**src/rtl/trace_buffer_pkg.sv**
```systemverilog
// Shared types for the instruction trace buffer: FSM encodings, entry layout
// and default sizing.
package trace_buffer_pkg;

    localparam int DEFAULT_DEPTH = 16;
    localparam int ENTRY_W       = 98;

    typedef enum logic [1:0] {
        IDLE    = 2'd0,
        ARMED   = 2'd1,
        CAPTURE = 2'd2,
        DONE    = 2'd3
    } traceState_e;

    typedef struct packed {
        logic [31:0] pc;
        logic [31:0] instruction;
        logic [31:0] aluResult;
        logic        regWrite;
        logic        memWrite;
    } traceEntry_t;

    function automatic traceEntry_t packEntry(input logic [31:0] pc,
                                              input logic [31:0] instruction,
                                              input logic [31:0] aluResult,
                                              input logic        regWrite,
                                              input logic        memWrite);
        traceEntry_t e;
        e.pc          = pc;
        e.instruction = instruction;
        e.aluResult   = aluResult;
        e.regWrite    = regWrite;
        e.memWrite    = memWrite;
        return e;
    endfunction

endpackage

```
**src/rtl/trace_buffer_if.sv**
```systemverilog
// Capture, control and readout signals of the trace buffer; the master side
// is the processor/debug host, the slave side is the buffer itself.
interface trace_buffer_if #(parameter int DEPTH = trace_buffer_pkg::DEFAULT_DEPTH);

    localparam int CW = $clog2(DEPTH) + 1;

    logic [31:0]   iPC;
    logic [31:0]   iInstruction;
    logic [31:0]   iAluResult;
    logic          iRegWrite;
    logic          iMemWrite;
    logic          iArm;
    logic          iClear;
    logic          iTrigEn;
    logic [31:0]   iTrigPC;
    logic [CW-1:0] iCapLen;
    logic          iReady;

    logic          oValid;
    logic [31:0]   oPC;
    logic [31:0]   oInstruction;
    logic [31:0]   oAluResult;
    logic [1:0]    oFlags;
    logic [CW-1:0] oCount;
    logic          oFull;
    logic          oEmpty;
    logic          oOverflow;
    logic [1:0]    oState;

    modport master (
        output iPC, iInstruction, iAluResult, iRegWrite, iMemWrite,
               iArm, iClear, iTrigEn, iTrigPC, iCapLen, iReady,
        input  oValid, oPC, oInstruction, oAluResult, oFlags,
               oCount, oFull, oEmpty, oOverflow, oState
    );

    modport slave (
        input  iPC, iInstruction, iAluResult, iRegWrite, iMemWrite,
               iArm, iClear, iTrigEn, iTrigPC, iCapLen, iReady,
        output oValid, oPC, oInstruction, oAluResult, oFlags,
               oCount, oFull, oEmpty, oOverflow, oState
    );

endinterface

```
**src/rtl/trace_buffer_ram.sv**
```systemverilog
// Trace storage: one synchronous write port, one asynchronous read port so the
// head entry can fall through to the outputs without a read cycle.
module trace_ram #(
    parameter int DEPTH = 16,
    parameter int WIDTH = 98
) (
    input  logic                     clock,
    input  logic                     we,
    input  logic [$clog2(DEPTH)-1:0] wrAddr,
    input  logic [WIDTH-1:0]         wrData,
    input  logic [$clog2(DEPTH)-1:0] rdAddr,
    output logic [WIDTH-1:0]         rdData
);

    logic [WIDTH-1:0] mem [DEPTH];

    always_ff @(posedge clock) begin
        if (we) begin
            mem[wrAddr] <= wrData;
        end
    end

    assign rdData = mem[rdAddr];

endmodule

```
**src/rtl/trace_buffer.sv**
```systemverilog
// Instruction trace buffer: arm/trigger FSM, circular pointers and occupancy
// around a trace_ram, with first-word fall-through readout.
module trace_buffer
    import trace_buffer_pkg::*;
#(
    parameter int DEPTH = DEFAULT_DEPTH,
    parameter bit WRAP  = 1'b0
) (
    input  logic         clock,
    input  logic         reset,
    trace_buffer_if.slave bus
);

    localparam int PW = $clog2(DEPTH);
    localparam int CW = PW + 1;

    traceState_e state, stateNext;
    logic [PW-1:0] wrPtr, rdPtr;
    logic [CW-1:0] count, sessCnt, sessNext, effCapLen;
    logic          overflow;
    logic          full, rdReq, capAttempt, wrEn, rdAdv, overflowSet, ramWe;
    traceEntry_t   wrEntry, head;
    logic [ENTRY_W-1:0] rdData;

    assign full      = (count == CW'(DEPTH));
    assign effCapLen = (bus.iCapLen == '0) ? CW'(DEPTH) : bus.iCapLen;
    assign wrEntry   = packEntry(bus.iPC, bus.iInstruction, bus.iAluResult,
                                 bus.iRegWrite, bus.iMemWrite);

    always_ff @(posedge clock or posedge reset) begin
        if (reset) begin
            state <= IDLE;
        end else begin
            state <= stateNext;
        end
    end

    // A full buffer drops the record (and ends the session) only when nothing
    // is being read out in the same cycle; with WRAP it overwrites the head.
    always_comb begin
        stateNext   = state;
        sessNext    = sessCnt;
        capAttempt  = 1'b0;
        wrEn        = 1'b0;
        rdAdv       = 1'b0;
        overflowSet = 1'b0;
        rdReq       = (count != '0) && bus.iReady;

        if (bus.iArm) begin
            stateNext = bus.iTrigEn ? ARMED : CAPTURE;
            sessNext  = '0;
        end else begin
            case (state)
                ARMED:   capAttempt = (bus.iPC == bus.iTrigPC);
                CAPTURE: capAttempt = 1'b1;
                default: capAttempt = 1'b0;
            endcase
        end

        if (capAttempt) begin
            if (full && !WRAP && !rdReq) begin
                overflowSet = 1'b1;
                stateNext   = DONE;
            end else begin
                wrEn      = 1'b1;
                sessNext  = sessCnt + CW'(1);
                stateNext = (sessNext >= effCapLen) ? DONE : CAPTURE;
                if (full && !rdReq) begin
                    overflowSet = 1'b1;
                end
            end
        end

        rdAdv = rdReq || (wrEn && full);

        if (bus.iClear) begin
            stateNext   = IDLE;
            sessNext    = '0;
            wrEn        = 1'b0;
            rdAdv       = 1'b0;
            overflowSet = 1'b0;
        end
    end

    always_ff @(posedge clock or posedge reset) begin
        if (reset) begin
            wrPtr    <= '0;
            rdPtr    <= '0;
            count    <= '0;
            sessCnt  <= '0;
            overflow <= 1'b0;
        end else if (bus.iClear) begin
            wrPtr    <= '0;
            rdPtr    <= '0;
            count    <= '0;
            sessCnt  <= '0;
            overflow <= 1'b0;
        end else begin
            sessCnt <= sessNext;
            if (wrEn) begin
                wrPtr <= wrPtr + PW'(1);
            end
            if (rdAdv) begin
                rdPtr <= rdPtr + PW'(1);
            end
            if (wrEn && !rdAdv) begin
                count <= count + CW'(1);
            end else if (!wrEn && rdAdv) begin
                count <= count - CW'(1);
            end
            if (overflowSet) begin
                overflow <= 1'b1;
            end
        end
    end

    // The RAM port is clocked independently of reset, so block any write on a reset edge.
    assign ramWe = wrEn && !reset;

    trace_ram #(
        .DEPTH (DEPTH),
        .WIDTH (ENTRY_W)
    ) ram (
        .clock  (clock),
        .we     (ramWe),
        .wrAddr (wrPtr),
        .wrData (wrEntry),
        .rdAddr (rdPtr),
        .rdData (rdData)
    );

    assign head             = traceEntry_t'(rdData);
    assign bus.oPC          = head.pc;
    assign bus.oInstruction = head.instruction;
    assign bus.oAluResult   = head.aluResult;
    assign bus.oFlags       = {head.regWrite, head.memWrite};
    assign bus.oValid       = (count != '0);
    assign bus.oEmpty       = (count == '0);
    assign bus.oFull        = full;
    assign bus.oCount       = count;
    assign bus.oOverflow    = overflow;
    assign bus.oState       = state;

endmodule

```
**src/flat_wrapper.sv**
```systemverilog
// flat-port wrapper written by rule: the top's interface ports become plain ports
module trace_buffer_flat import trace_buffer_pkg::*;
#(
    parameter int DEPTH = DEFAULT_DEPTH,
    parameter bit WRAP  = 1'b0
)
  (clock, reset, bus_iPC, bus_iInstruction, bus_iAluResult, bus_iRegWrite, bus_iMemWrite, bus_iArm, bus_iClear, bus_iTrigEn, bus_iTrigPC, bus_iCapLen, bus_iReady, bus_oValid, bus_oPC, bus_oInstruction, bus_oAluResult, bus_oFlags, bus_oCount, bus_oFull, bus_oEmpty, bus_oOverflow, bus_oState);
  trace_buffer_if #(.DEPTH(DEPTH)) bus_i ();
  input  logic clock;
  input  logic reset;
  input wire logic [$bits(bus_i.iPC)-1:0] bus_iPC;
  input wire logic [$bits(bus_i.iInstruction)-1:0] bus_iInstruction;
  input wire logic [$bits(bus_i.iAluResult)-1:0] bus_iAluResult;
  input wire logic [$bits(bus_i.iRegWrite)-1:0] bus_iRegWrite;
  input wire logic [$bits(bus_i.iMemWrite)-1:0] bus_iMemWrite;
  input wire logic [$bits(bus_i.iArm)-1:0] bus_iArm;
  input wire logic [$bits(bus_i.iClear)-1:0] bus_iClear;
  input wire logic [$bits(bus_i.iTrigEn)-1:0] bus_iTrigEn;
  input wire logic [$bits(bus_i.iTrigPC)-1:0] bus_iTrigPC;
  input wire logic [$bits(bus_i.iCapLen)-1:0] bus_iCapLen;
  input wire logic [$bits(bus_i.iReady)-1:0] bus_iReady;
  output wire logic [$bits(bus_i.oValid)-1:0] bus_oValid;
  output wire logic [$bits(bus_i.oPC)-1:0] bus_oPC;
  output wire logic [$bits(bus_i.oInstruction)-1:0] bus_oInstruction;
  output wire logic [$bits(bus_i.oAluResult)-1:0] bus_oAluResult;
  output wire logic [$bits(bus_i.oFlags)-1:0] bus_oFlags;
  output wire logic [$bits(bus_i.oCount)-1:0] bus_oCount;
  output wire logic [$bits(bus_i.oFull)-1:0] bus_oFull;
  output wire logic [$bits(bus_i.oEmpty)-1:0] bus_oEmpty;
  output wire logic [$bits(bus_i.oOverflow)-1:0] bus_oOverflow;
  output wire logic [$bits(bus_i.oState)-1:0] bus_oState;
  assign bus_i.iPC = bus_iPC;
  assign bus_i.iInstruction = bus_iInstruction;
  assign bus_i.iAluResult = bus_iAluResult;
  assign bus_i.iRegWrite = bus_iRegWrite;
  assign bus_i.iMemWrite = bus_iMemWrite;
  assign bus_i.iArm = bus_iArm;
  assign bus_i.iClear = bus_iClear;
  assign bus_i.iTrigEn = bus_iTrigEn;
  assign bus_i.iTrigPC = bus_iTrigPC;
  assign bus_i.iCapLen = bus_iCapLen;
  assign bus_i.iReady = bus_iReady;
  assign bus_oValid = bus_i.oValid;
  assign bus_oPC = bus_i.oPC;
  assign bus_oInstruction = bus_i.oInstruction;
  assign bus_oAluResult = bus_i.oAluResult;
  assign bus_oFlags = bus_i.oFlags;
  assign bus_oCount = bus_i.oCount;
  assign bus_oFull = bus_i.oFull;
  assign bus_oEmpty = bus_i.oEmpty;
  assign bus_oOverflow = bus_i.oOverflow;
  assign bus_oState = bus_i.oState;
  trace_buffer #(.DEPTH(DEPTH), .WRAP(WRAP)) u_core (.clock(clock), .reset(reset), .bus(bus_i));
endmodule
```
**config.mk**
```make
export PLATFORM = sky130hd
export DESIGN_NAME = trace_buffer_flat
export DESIGN_NICKNAME = d
export VERILOG_FILES = /design/src/rtl/trace_buffer_pkg.sv /design/src/rtl/trace_buffer_if.sv /design/src/rtl/trace_buffer_ram.sv /design/src/rtl/trace_buffer.sv /design/src/flat_wrapper.sv
export SDC_FILE = /design/constraint.sdc
export NUM_CORES = 2
export LEC_CHECK = 0
export CAP_MARGIN = 0
export CORE_ASPECT_RATIO = 0.9
export CORE_MARGIN = 8
export CORE_UTILIZATION = 30
export DETAILED_ROUTE_END_ITERATION = 10
export SKIP_LAST_GASP = 1
export SYNTH_ARGS = -nofsm -noshare
export SYNTH_HDL_FRONTEND = slang
export SYNTH_SLANG_ARGS = --single-unit
```
**constraint.sdc**
```tcl
create_clock -name clock -period 13.8 [get_ports clock]
set_clock_uncertainty 0.05 [all_clocks]
set_input_delay 1.38 -clock clock [delete_from_list [all_inputs] [get_ports clock]]
set_output_delay 1.38 -clock clock [all_outputs]
set_load 0.03 [all_outputs]
```
-- Yosys cells after proc, flatten, opt, wreduce, memory -nomap -nowiden
Memory sizes are Yosys's and may differ from the RTL's.
Index checks and enable logic that the tools add are counted.
- bits in registers: 21
- bits in latches: 0
- RAM bits: 1568
- memory bits (read-only): 0
- output and inout port bits: 109
- logic and storage cells: 67
- memories kept: 1
- add/sub/neg operators: 5
- multipliers: 0
- divide/modulo/power cells: 0
- $lt $le $gt $ge: 1
- eq/ne operators: 4
- shift operators: 0
- muxes and demuxes: 31
- bitwise logic cells: 0
- reduce and logical (&&, ||, !) cells: 19
- memory list (name ; depth ; bits a word ; read ports ; clocked after Yosys merged registers in ; write ports ; line ; text):
    u_core.ram.mem ; 16 ; 98 ; 1 ; 0 ; 1 ; trace_buffer_ram.sv:15 ; logic [WIDTH-1:0] mem [DEPTH];
- operator list (operator ; number):
    5-bit two-way mux ; 8
    32-bit == test ; 1
    4-bit two-way mux ; 4
    1-bit two-way mux ; 13
    5-bit by 1-bit adder with 5-bit output (second input constant) ; 2
    5-bit zero test ; 2
    2-bit two-way mux ; 5
    4-bit by 1-bit adder with 4-bit output (second input constant) ; 2
    1-bit logical AND ; 6
    2-bit nonzero test ; 3
    3-bit nonzero test ; 2
    5-bit == test (second input constant) ; 1
    5-bit >= comparator ; 1
    5-bit nonzero test ; 1
    5-bit by 1-bit subtractor with 5-bit output (second input constant) ; 1
    1-bit zero test ; 4
    2-bit by 1-bit == test with 1-bit output (second input constant) ; 1
    2-bit == test (second input constant) ; 1
    1-bit case mux with 2 select lines ; 1
    1-bit logical OR ; 1

-- Logic depth before layout (Yosys ltp)
- depth after elaboration: 13
- mapped depth: 14

-- By module
A second synthesis with hierarchy kept.
- cells, all modules: 2618
- area total of the unflattened synthesis: 60405.4 um^2
- modules (own cells, without submodules) (module ; times used ; cells each ; area an instance (um^2) ; sequential area each (um^2)):
    trace_ram ; 1 ; 2412 ; 58556.2 ; 47085.2
    trace_buffer ; 1 ; 206 ; 1849.3 ; 525.5

-- Worst setup path before layout
OpenSTA, ideal clock, no wires.
- path kind: input to register
- start: input port bus_iTrigPC[10]
- end: memory u_core.ram.mem[12][0] (enable)
- library setup time: 795 ps
- arrival: 12194 ps
- data required time: 12955 ps
- slack: 761 ps
- cell stages on the path: 7
- cells stage by stage: xnor2_1 nand4_1 or4_4 nor4_4 o22ai_2 buf_2 nor4_1
- longest elaborated chain between the ends: 8
- ends and longest elaborated chain (what ; line ; text):
    start: declaration ; flat_wrapper.sv:19 ; input wire logic [$bits(bus_i.iTrigPC)-1:0] bus_iTrigPC;
    32-bit == test ; trace_buffer.sv:54 ; ARMED: capAttempt = (bus.iPC == bus.iTrigPC);
    1-bit case mux with 2 select lines ; trace_buffer.sv:53 ; case (state)
    1-bit two-way mux ; trace_buffer.sv:49 ; if (bus.iArm) begin
    1-bit two-way mux ; trace_buffer.sv:60 ; if (capAttempt) begin
    1-bit two-way mux ; trace_buffer.sv:76 ; if (bus.iClear) begin
    1-bit logical AND ; trace_buffer.sv:118 ; assign ramWe = wrEn && !reset;
    1-bit two-way mux ; trace_buffer_ram.sv:18 ; if (we) begin
    1-bit two-way mux (not written as such) ; trace_buffer_ram.sv:19 ; mem[wrAddr] <= wrData;
    end: declaration ; trace_buffer_ram.sv:15 ;
No other way between the ends.

-- Final worst setup path
- start: input port bus_iPC[7]
- end: memory u_core.ram.mem[15][73] (enable)
- longest elaborated chain between the ends: 8
- ends and longest elaborated chain (what ; line ; text):
    start: declaration ; flat_wrapper.sv:11 ; input wire logic [$bits(bus_i.iPC)-1:0] bus_iPC;
    32-bit == test ; trace_buffer.sv:54 ;
    1-bit case mux with 2 select lines ; trace_buffer.sv:53 ;
    1-bit two-way mux ; trace_buffer.sv:49 ;
    1-bit two-way mux ; trace_buffer.sv:60 ;
    1-bit two-way mux ; trace_buffer.sv:76 ;
    1-bit logical AND ; trace_buffer.sv:118 ;
    1-bit two-way mux ; trace_buffer_ram.sv:18 ;
    1-bit two-way mux (not written as such) ; trace_buffer_ram.sv:19 ;
No other way between the ends.

==> metrics <==
synthesized cell area 60,490 um2; Yosys warnings 0; GRT Util Overall 0.1329; initial antenna violation count 15; final wirelength 146.1 mm; share of layout cells above drive strength 1 0.2774; final setup fails 0; DR DRC count 0; #FFs+latches synth 1,589; Peak Freq 0.1361 GHz; non-filler cells, final 5,565; Area Growth Syn to Fin 18.71%; dpl ws 5564 ps; Hold Path Class reg -> reg; Root Buffer clkbuf_16; number of antenna-violating nets in the routed design 0; number of global-route vias before repair 28,670; core area 200,700 um2; vias per cell 4.799; largest net degree at the start of global routing 145; first-pass GRT wire length 209.8 mm; Placed Instances 5,253; worst rel slew slack 0.2507; CTS tree built; total power 12.06 mW; grt peak-use layer met2; GRT Residual Overflow 0; worst-margin pin slew 1124 ps; ranking of synthesized cells by area edfxtp_1 (78%), mux4_2 (18%), dfrtp_1 (0.87%); DIE WIDTH 489.3 um; I/O pins 250; htree depth 4; row cnt 156; Final #Nets 2,892; CP Data Arrival Time 7700 ps; CTS Buf Count 164; Final period util 0.5325; final worst slack 6451 ps; drt pass-1 iters 5; pwr/cell area 168.0 nW/um2; WS Path Type in -> reg; CTS sink count 1,589; status completed; Initial DRC Count 2,276; Slew Limit Fails 0; vias 26,710; # resized after CTS 0; register area share after synthesis 0.7871; setup bufs post-CTS 0; Critical Path RT 14,150 ps; Max-Cap Viols 0; EDFF count, synth 1,568; met1 usage 0.1858; Clk Latency, worst-skew pair 810 ps; unrepaired setup endpoints after global routing no; M2 GR Usage 0.2079; fraction of synthesized cell area taken by the top area cell type 0.7784; Final Critical Period 7349 ps; IO Port Bufs 249; Synth top cells by count edfxtp_1 (1,568), mux4_2 (490), clkbuf_1 (77); CP Launch Type input port; Post-Syn Instances 2,391; maximum VDD drop 0.0001334 V; global placement routability congestion 0.6889; syn avg cell area 25.30 um2; clk buf depth 3; Syn Nets 2,550; Die Y 442.0 um; CTS hold repair buffers 0; Die Footprint 216,300 um2; top-count cell post-synth edfxtp_1; Synth Flop Type edfxtp_1; Clk pin slew, worst setup/hold paths 60 ps; Pleak 21.31 nW; Routed WL per cell 26.25 um; area leader, netlist edfxtp_1; initial core utilization 0.3015; M3 GR Usage 0.03177; post-synthesis async set-or-reset flop share 0.01322; detailed placement HPWL 75.18 mm; Crit. End Element flip-flop; synth unique cells 39; Hold Vio Cnt, Final 0; CP max FO 46; setup_tns 0 ps
## final timing paths
path,startpoint,to,slack (ps),cells past startpoint
max in group asynchronous,reset,u_core.rdPtr[2],11640,2
hold reg to reg,u_core.sessCnt[4],u_core.sessCnt[4],490,2
hold / removal,u_core.sessCnt[4],u_core.sessCnt[4],490,2
setup reg to reg,u_core.bus.oState[0],u_core.ram.mem[15][73],7960,12
min in group asynchronous,reset,u_core.sessCnt[0],1390,2
setup / recovery,bus_iPC[7],u_core.ram.mem[15][73],6450,11
## metal layers
layer,share of wire,vias to the layer above
met5,0.00028,-
met4,0.024,6
met2,0.47,749
met1,0.44,14640
met3,0.059,200
li1,-,11110
## placed cells by master, fill, tap and decap left out, types with 9 or more instances in the layout
cell             Yosys  routed
xor2_1              14      14
ha_1                17      17
xnor2_1             27      27
clkbuf_1            77      36
inv_1               13      13
nand2_1             11      11
clkinv_1             0      34
clkbuf_16            0     165
buf_12               0      13
bufinv_16            0      11
nand3_1             12      12
clkdlybuf4s50_1      0     249
diode_2              0       9
nor2_1              23      18
nand2b_1             9       9
dfrtp_1             21      17
clkinv_2             0      31
edfxtp_1          1568    1568
mux4_2             490     490
buf_4                0      32
## power breakdown
part	switching [mW]	leakage (nW)	internal (mW)
Sequential	0.0757	14.4	5.31
Clock	1.89	2.58	2.44
Combinational	1.14	4.37	1.21
Total	3.10	21.3	8.96
## area by class of cell
| class | instances | area (um2) |
|---|---|---|
| multi-input combinational | 671 | 12460 |
| tap | 2686 | 3361 |
| clock inverter | 102 | 1032 |
| antenna | 9 | 22.52 |
| timing repair buffer | 294 | 2993 |
| sequential | 1589 | 47630 |
| fill | 18400 | 128800 |
| clock buffer | 201 | 4264 |
| inverter | 13 | 48.80 |
## logic make-up after synthesis
kind of cell | count (synthesis) | synth area share
AND/OR/NAND/NOR | 91 | 0.007964
AO/OA/AOI/OAI | 20 | 0.002193
buffers and inverters | 131 | 0.008563
flip-flops | 1589 | 0.7871
adder cells (fa/ha/maj) | 18 | 0.003847
multiplexers | 501 | 0.1844
XOR/XNOR | 41 | 0.005936
## per-stage QoR
stage               utilization  cell area [um2]  hold WS [ps]
finish                   0.3579            71810         491.6
global route             0.3578            71800         531.8
CTS                      0.3578            71790         494.8
detailed placement       0.3314            66490         481.7
global placement         0.3314            66490         458.7
floorplan                     -            60490         440.6
## sequential cells by signal (all words and copies together), names as in the netlist
register / flops
u_core.ram.mem: 1568
u_core.bus.oCount: 5
u_core.sessCnt: 5
u_core.rdPtr: 4
u_core.wrPtr: 4
u_core.bus.oState: 2
u_core.bus.oOverflow: 1
## critical path: stages
cell,delay (ps)
clkdlybuf4s50_1,910
xor2_1,410
nor3_1,840
nand3_1,350
nor4_4,410
o22ai_2,110
buf_4,250
or2_1,430
nor2_4,890
buf_4,680
buf_4,850
(Power assumes the default switching activity.)
==> edit (config.mk and constraints unchanged) <==
Register the output `bus.oFlags`, without a reset; this adds one clock of latency there.
--- a/src/rtl/trace_buffer.sv
+++ b/src/rtl/trace_buffer.sv
@@ -135,3 +135,5 @@
     assign bus.oAluResult   = head.aluResult;
-    assign bus.oFlags       = {head.regWrite, head.memWrite};
+    always_ff @(posedge clock) begin
+        bus.oFlags <= {head.regWrite, head.memWrite};
+    end
     assign bus.oValid       = (count != '0);
Check against the original RTL: not settled (the Yosys comparison gave no result); the edit may change what the design does.
==> edit against the unedited design <==
Fmax increased by 3.2%. Sequential share of layout area decreased by 0.32 points. Total power shrank 3.1%. Worst setup slack gained 0.23 ns. Die area increased by 1.3%. Clock power is 5% higher. Synthesized area up 1.4%. Worst hold slack lost 0.026 ns. Cell area up 0.56%. Sequential power hardly changed. Routed wire length rose by 2.2%. Sequential cell count increased by 2. Largest power group unchanged.
==> edit: results (changes against the unedited design) <==
- CP max FO: 102 (+120%)
- Register area share after synthesis: 77.7% (-1.0 points)
- Hold Path Sink: u_core.bus.oOverflow
- Clock tree cell share of total cell area: 7.72% (+0.34 points)
- Via density: 4.84 (+0.91%)
- Largest net degree at the start of global routing: 133 (-8.3%)
- Mean Syn Cell Area: 24.6 um^2 (-2.8%)
- Iteration-0 DRC Markers: 2,535 (+11%)
- Tot GR Track Use: 13.4% (+0.10 points)
- Slowest-stage cell, CP: dfrtp_4
- Synthesized Nets: 2,654 (+4.1%)
- Placed Cells: 5,296 (+0.82%)
- Final #Nets: 2,921 (+1.0%)
- Ys async rst share: 1.32% (-0.0017 points)
- Via count: 27,155 (+1.7%)
- GRT met1 Usage: 18.6% (about the same)
- Placer Congestion: 0.705 (+2.4%)
- #MultiIn Comb: 678 (+1.0%)
- Sw frac: 24.1% (-1.7 points)
- FILL cells: 18,433 (+0.17%)
- Dpl hpwl: 78.5 mm (+4.5%)
- Worst Path Arrival: 5.69 ns (-2.01 ns)
- Cells on worst reg2reg path: 7 (-5)
- Met2 usage: 21.7% (+0.93 points)
- CP delay by family, top: buffers and inverters
- TritonCTS Buffers: 167 (+1.8%)
- Buffers, non-clock: 313 (+6.5%)
- Vias in the first global route: 28,809 (+0.50%)
- Wirelength, routed: 149 mm (+2.2%)
- Layout clock buffer count: 208 (+3.5%)
- Synth area leaders: edfxtp_1, mux4_2, buf_4
- Outcome: complete, no violations
- Clock network power share: 38.6% (+2.8 points)
- Worst setup startpoint: u_core.rdPtr[0]
- Worst Setup EP: bus_oInstruction[5]
- Multi-input gate area: 12,500 um^2 (+0.12%)
- Commonest cells post-synth: edfxtp_1, mux4_2, buf_4, clkbuf_1, buf_2
- Fin crit share: 51.6% (-1.6 points)
- Pwr per Cell Area: 162 nW/um^2 (-3.6%)
- Worst slew margin: 32.0% (+6.9 points)
- Leakage: 21.6 nW (+1.2%)
- Min-delay src: u_core.bus.oOverflow
- Antenna violations before repair: 14 (-1)
edit: worst min-delay path, stage by stage, from the launching register on:
cell,delay [ns]
dfrtp_1,0.36
a21oi_1,0.05
nor2_1,0.07
edit: cells by family after synthesis:
kind of cell | after synthesis | synth area share [%]
xor+xnor | 42 | 0.630
compound gates | 24 | 0.237
buf+inv | 226 | 2.08
mux | 495 | 18.1
simple gates | 99 | 0.875
flops | 1591 | 77.7
fa+ha+maj | 18 | 0.379
edit: stage by stage:
stage                     instance area, um^2  hold WS, ns
after floorplan                         61300        0.488
after global placement                  66600        0.451
after detailed placement                66600        0.455
after CTS                               72200        0.472
after global routing                    72200        0.509
final                                   72200        0.466
edit: routing by layer:
layer	routed length, um	vias to the layer above
met5	27	-
met4	3080	4
met3	8210	201
met2	72400	817
met1	65500	14947
li1	-	11186
